**config.mk**
```make
export PLATFORM = sky130hd
export DESIGN_NAME = mem_bus_unit
export DESIGN_NICKNAME = d
export VERILOG_FILES = /design/src/rtl/mem_bus_unit.sv
export SDC_FILE = /design/constraint.sdc
export NUM_CORES = 1
export LEC_CHECK = 0
export ABC_AREA = 1
export BUFFER_PORTS_ARGS = -buffer_cell sky130_fd_sc_hd__buf_4
export CAP_MARGIN = 20
export CORE_MARGIN = 1
export CORE_UTILIZATION = 45
export CTS_CLUSTER_DIAMETER = 60
export DETAILED_ROUTE_END_ITERATION = 10
export PLACE_DENSITY_LB_ADDON = 0.2
export SLEW_MARGIN = 20
export SYNTH_ARGS = -nofsm -noshare
export SYNTH_HDL_FRONTEND = slang
export SYNTH_SLANG_ARGS = --single-unit
```
**constraint.sdc**
```tcl
create_clock -name ph2 -period 3.4 [get_ports ph2]
set_input_delay 0.85 -clock ph2 [delete_from_list [all_inputs] [get_ports ph2]]
set_output_delay 0.85 -clock ph2 [all_outputs]
set_load 0.02 [all_outputs]
```
**src/rtl/mem_bus_unit.sv**
```systemverilog
// Memory bus interface: turns controller read/write requests into a req/ack bus transaction
// with a one-entry posted-write buffer, read stalls and a bounded-wait abort.
module mem_bus_unit #(
    parameter int unsigned MAX_WAIT = 15
) (
    input  logic        ph2,
    input  logic        resetb,
    input  logic [15:0] address,
    input  logic [7:0]  data_out,
    input  logic        mem_rd,
    input  logic        mem_wr,
    output logic [7:0]  data_in,
    output logic        stall,
    output logic [15:0] bus_addr,
    output logic [7:0]  bus_wdata,
    output logic        bus_req,
    output logic        bus_we,
    input  logic        bus_ack,
    input  logic [7:0]  bus_rdata,
    output logic        timeout_err
);

    localparam int unsigned CntW = (MAX_WAIT > 0) ? $clog2(MAX_WAIT + 1) : 1;
    localparam logic [CntW-1:0] WaitMax = CntW'(MAX_WAIT);

    typedef enum logic [1:0] {StIdle, StWrite, StRead, StRdone} state_e;

    state_e          state_q, state_d;
    logic [CntW-1:0] wait_cnt_q, wait_cnt_d;
    logic            busy;
    logic            at_max;

    assign busy   = (state_q == StWrite) || (state_q == StRead);
    assign at_max = (wait_cnt_q == WaitMax);

    // State register
    always_ff @(posedge ph2 or negedge resetb) begin
        if (!resetb) begin
            state_q <= StIdle;
        end else begin
            state_q <= state_d;
        end
    end

    // Next-state logic
    always_comb begin
        state_d = state_q;
        unique case (state_q)
            StIdle: begin
                if (mem_rd) begin
                    state_d = StRead;
                end else if (mem_wr) begin
                    state_d = StWrite;
                end
            end
            StWrite: begin
                if (bus_ack || at_max) begin
                    state_d = StIdle;
                end
            end
            StRead: begin
                if (bus_ack || at_max) begin
                    state_d = StRdone;
                end
            end
            StRdone: state_d = StIdle;
            default: state_d = StIdle;
        endcase
    end

    // Outputs; bus_req decodes straight from state so reset drops it at once
    always_comb begin
        bus_req = busy;
        stall   = 1'b0;
        unique case (state_q)
            StIdle:  stall = mem_rd;
            StWrite: stall = mem_rd | mem_wr;
            StRead:  stall = 1'b1;
            StRdone: stall = 1'b0;
            default: stall = 1'b0;
        endcase
    end

    // Counter restarts from zero on every entry to a bus state
    assign wait_cnt_d = (busy && !bus_ack && !at_max) ? wait_cnt_q + 1'b1 : '0;

    always_ff @(posedge ph2 or negedge resetb) begin
        if (!resetb) begin
            wait_cnt_q  <= '0;
            bus_addr    <= 16'h0000;
            bus_wdata   <= 8'h00;
            bus_we      <= 1'b0;
            data_in     <= 8'h00;
            timeout_err <= 1'b0;
        end else begin
            wait_cnt_q <= wait_cnt_d;
            if (state_q == StIdle) begin
                if (mem_rd) begin
                    bus_addr <= address;
                    bus_we   <= 1'b0;
                end else if (mem_wr) begin
                    bus_addr  <= address;
                    bus_wdata <= data_out;
                    bus_we    <= 1'b1;
                end
            end
            if (state_q == StRead) begin
                if (bus_ack) begin
                    data_in <= bus_rdata;
                end else if (at_max) begin
                    data_in <= 8'hFF;
                end
            end
            if (busy && !bus_ack && at_max) begin
                timeout_err <= 1'b1;
            end
        end
    end

endmodule

```
## Word level (Yosys, flattened, before mapping)

Index checks and enable logic that the tools add are counted.

| operators by class | value |
|---|---|
| add/sub/neg operators | 1 |
| eq/ne operators | 7 |
| mux-type cells | 13 |
| bitwise logic cells | 2 |
| reduce and logical (&&, ||, !) cells | 14 |

Operators by type and width:

| cell | count |
|---|---|
| 16-bit two-way mux | 2 |
| 8-bit two-way mux | 2 |
| 2-bit two-way mux | 4 |
| 2-bit case mux with 4 select lines | 1 |
| 3-bit AND reduction | 2 |
| 4-bit by 1-bit adder with 4-bit output, second input constant | 1 |
| 2-bit equality test, second input constant | 2 |
| 4-bit equality test, second input constant | 1 |
| 4-bit two-way mux | 1 |
| 2-bit by 1-bit inequality test with 1-bit output, second input constant | 2 |
| 1-bit case mux with 4 select lines | 1 |
| 2-bit AND reduction | 2 |
| 2-bit nonzero test | 2 |
| 1-bit logical AND | 3 |
| 3-bit inequality test, second input constant | 1 |
| 2-bit by 1-bit equality test with 1-bit output, second input constant | 1 |
| 1-bit logical NOT | 2 |
| 2-bit logical NOT | 1 |
| 1-bit logical OR | 2 |
| 1-bit two-way mux | 2 |
| 1-bit inverter | 1 |
| 1-bit OR | 1 |

| word-level totals | value |
|---|---|
| register bits after elaboration | 40 |
| bits of input ports | 37 |
| logic and storage cells | 44 |

## Depth between registers and ports, before layout

| logic depth | value |
|---|---|
| word-level depth | 5 |
| depth in mapped cells | 8 |

## Least setup slack after synthesis

No wires, ideal clock.

| path | value |
|---|---|
| path type | input-to-output |
| start | input port mem_wr |
| end | output port stall |
| arrival time | 1,411 ps |
| slack | 1,139 ps |
| stages on the path | 4 |
| cell sequence | buf_6 > nor2_4 > inv_1 > a31o_2 |

| between the ends | value |
|---|---|
| cells in the longest elaborated chain, start to end | 2 |

RTL lines:

| element | RTL line | RTL |
|---|---|---|
| start: declaration | 11 | `input logic mem_wr,` |
| 1-bit OR | 77 | `StWrite: stall = mem_rd \| mem_wr;` |
| 1-bit case mux with 4 select lines | 75 | `unique case (state_q)` |
| end: declaration | 13 | `output logic stall,` |

Every way passes these cells.

## Final worst setup path

| path | value |
|---|---|
| start | register state_q[1] |
| end | output port stall |

| between the ends | value |
|---|---|
| cells in the longest elaborated chain, start to end | 2 |
| elaborated cells on any way between the ends | 5 |
| those cells by class | eq/ne: 3; mux: 1; reduce/logical: 1 |

RTL lines:

| element | RTL line | RTL |
|---|---|---|
| start: declaration | 28 | `state_e state_q, state_d;` |
| start signal: assignment | 39 | `state_q <= StIdle;` |
| start signal: assignment | 41 | `state_q <= state_d;` |
| 2-bit equality test, or another cell as far along | 75 |  |
| 1-bit case mux with 4 select lines (*) | 75 |  |

Mark *: on every way between the ends. The rest lies on a longest branch, timed or not.

==> results.toml <==
[cells_and_area]
synthToLayoutAreaGrowth_pct = 40.1
diodes = 0
layout_commonest_cell = "nand2_1"
fin_nets = 304
final_cell_mix = "nand2_1 (80), buf_4 (72), dfrtp_1 (40)"
multi_input_area_um2 = 588
drive_gt1_share_pct = 32.6
layout.area.seq_um2 = 1000
fillerInstances = 314

[timing]
slew_headroom_pct = 67.7
skew_ns = 0.00306
fin_crit_sh_pct = 72.6
fin_crit_ns = 2.47
worst_slew_pin_slew_ns = 0.485
timing.setup.tns_ns = 0
setup_viol = 0
rsz0062_at_grt = "no"
slew_viol_final = 0
fmax_mhz = 405
hold_violations = 0
finalWorstSetupSlack_ns = 0.933

[yosys]
ys_warn_count = 0
ys_types = 19
synth_seq_cells = 40
syn-cell-area_um2 = 1680
synth.net_count = 228
synth_area_per_cell_um2 = 9.00
syn-instance-count = 187
ys_seq_area_share_pct = 59.5

[cts]
root_buffer = "clkbuf_8"
cts_buffers = 5
cts-resized-gates = 0
clk_pin_slew_ns = 0.07
clock_path_buffers = 2
postCtsHoldBufs = 0
worstSkewPairLatency_ns = 0.28
cts_tree = "built"
htreeDepth = 2
cts.sinks = 40
post-cts-setup-buffers = 0

[grt]
grt_max_degree = 41
grt_pass1_vias = 1365
track_usage_pct = 19.6
grt_pass1_wl_mm = 5.97
overflow = 0
antenna_found_initial = 0

[route]
routed-wl-met2_mm = 1.66
highest_layer = "met4"
routed_wl_mm = 3.51
route.detailed.drc = 0
drt_iter0_drc = 87
antenna_left = 0
wire_per_inst_um = 11.3
wl_met3_um = 202
wl_met1_mm = 1.62
viasPerCell = 4.53
vias = 1403
drtPass1Iterations = 4

[placement]
globalplace.congestion = 0.800
pre_cts_ws_ns = 0.973
dp_hpwl_mm = 2.59
port_buffers = 72

[job]
max_cap_viol_count = 0

[pwr]
cellPowerDensity_nw_per_um2 = 950
leakage_nw = 1.33
ir_drop_mv = 0.560

[hold_path]
min_to = "wait_cnt_q[0]$_DFF_PN0_"
hold_path.class = "reg2reg"
hold_depth = 1
min_from = "wait_cnt_q[0]$_DFF_PN0_"

[floorplan]
row_count = 21
core-area_um2 = 3470
dieArea_um2 = 3990
die_h_um = 63.2
ios = 73
start_util_pct = 48.5
die_width_um = 63.2

[worst_setup_path]
reg2reg_setup_slack_ns = 1.83
criticalPathCategory = "reg2out"
reg2reg_from = "state_q[1]$_DFFE_PN0P_"
arrival_ns = 1.62
cp-end-kind = "output pin"
crit_required_ns = 2.55
startpoint = "state_q[1]$_DFFE_PN0P_"
start_kind = "flip-flop"
cp_max_fo = 5
r2r_cells = 7
rr_endpoint = "bus_wdata[4]$_DFFE_PN0P_"

[run_status]
status = "complete, no violations"
-- state kept, by name, indices dropped and copies added, names as in the netlist --
| name | count |
|---|---|
| state_q | 2 |
| bus_addr | 16 |
| timeout_err | 1 |
| bus_wdata | 8 |
| data_in | 8 |
| wait_cnt_q | 4 |
| bus_we | 1 |
-- worst max-delay path by stage --
stage,end,cells after the start
6_report,stall,7
5_1_grt,stall,7
4_1_cts,stall,7
3_5_place_dp,stall,5
3_3_place_gp,stall,5
2_1_floorplan,stall,4
-- power by group --
| group | switching [W] | internal (W) |
|---|---|---|
| Sequential | 0.000110 | 0.000682 |
| Clock | 0.000152 | 0.000218 |
| Combinational | 0.000643 | 0.000434 |
-- critical path, cell delays in order (launching register included) --
cell and delay [ns]:
dfrtp_1 0.40, inv_1 0.09, ha_1 0.21, inv_2 0.11, nand2_1 0.10, nand2_1 0.07, a31o_2 0.21, buf_4 0.15
-- cells in the mapped netlist --
| master | count | area share (%) |
|---|---|---|
| xor2_1 | 1 | 0.52 |
| ha_1 | 4 | 3.0 |
| xnor2_1 | 1 | 0.52 |
| a21oi_1 | 8 | 2.4 |
| nand2_2 | 1 | 0.37 |
| buf_4 | 1 | 0.45 |
| nor2_1 | 12 | 2.7 |
| nor2_8 | 1 | 1.2 |
| o21bai_1 | 1 | 0.45 |
| buf_6 | 2 | 1.3 |
| nand3_1 | 14 | 4.2 |
| a31o_2 | 1 | 0.52 |
| o21ai_0 | 1 | 0.30 |
| inv_1 | 15 | 3.3 |
| dfrtp_1 | 40 | 59 |
| nor2_2 | 1 | 0.37 |
| inv_2 | 2 | 0.45 |
| nor2_4 | 1 | 0.67 |
| nand2_1 | 80 | 18 |
-- stage by stage --
step	instances	instance area (um2)	util [%]	total power [W]	hold WS [ns]
2_1_floorplan	187	1680	-	0.00145	0.432
5_1_grt	310	2360	68.0	0.00241	0.501
4_1_cts	310	2360	68.0	0.00226	0.474
3_3_place_gp	302	2250	64.9	0.00187	0.455
3_5_place_dp	302	2250	64.9	0.00189	0.459
6_report	310	2360	68.0	0.00224	0.472
-- logic make-up (layout without fill, tap and decap cells) --
family / Yosys count / count (layout) / share of synthesized area [%]
compound gates: 11 / 11 / 3.64
xor+xnor: 2 / 2 / 1.04
fa+ha+maj: 4 / 4 / 2.97
buf+inv: 20 / 97 / 5.58
flops: 40 / 40 / 59.5
simple gates: 110 / 110 / 27.3
-- cell type report --
class / count / area share [%]
Tap cell: 46 / 2.44
Multi-Input combinational cell: 127 / 24.9
Inverter: 17 / 2.71
Timing Repair Buffer: 72 / 22.9
Sequential cell: 40 / 42.4
Clock inverter: 2 / 1.49
Clock buffer: 6 / 3.08
-- layer usage --
layer | up-vias | track usage, %
met5 | - | 0
met1 | 630 | 25.0
met4 | 0 | 7.56
met2 | 42 | 31.2
met3 | 2 | 5.80
li1 | 729 | -
(Power assumes the default switching activity.)
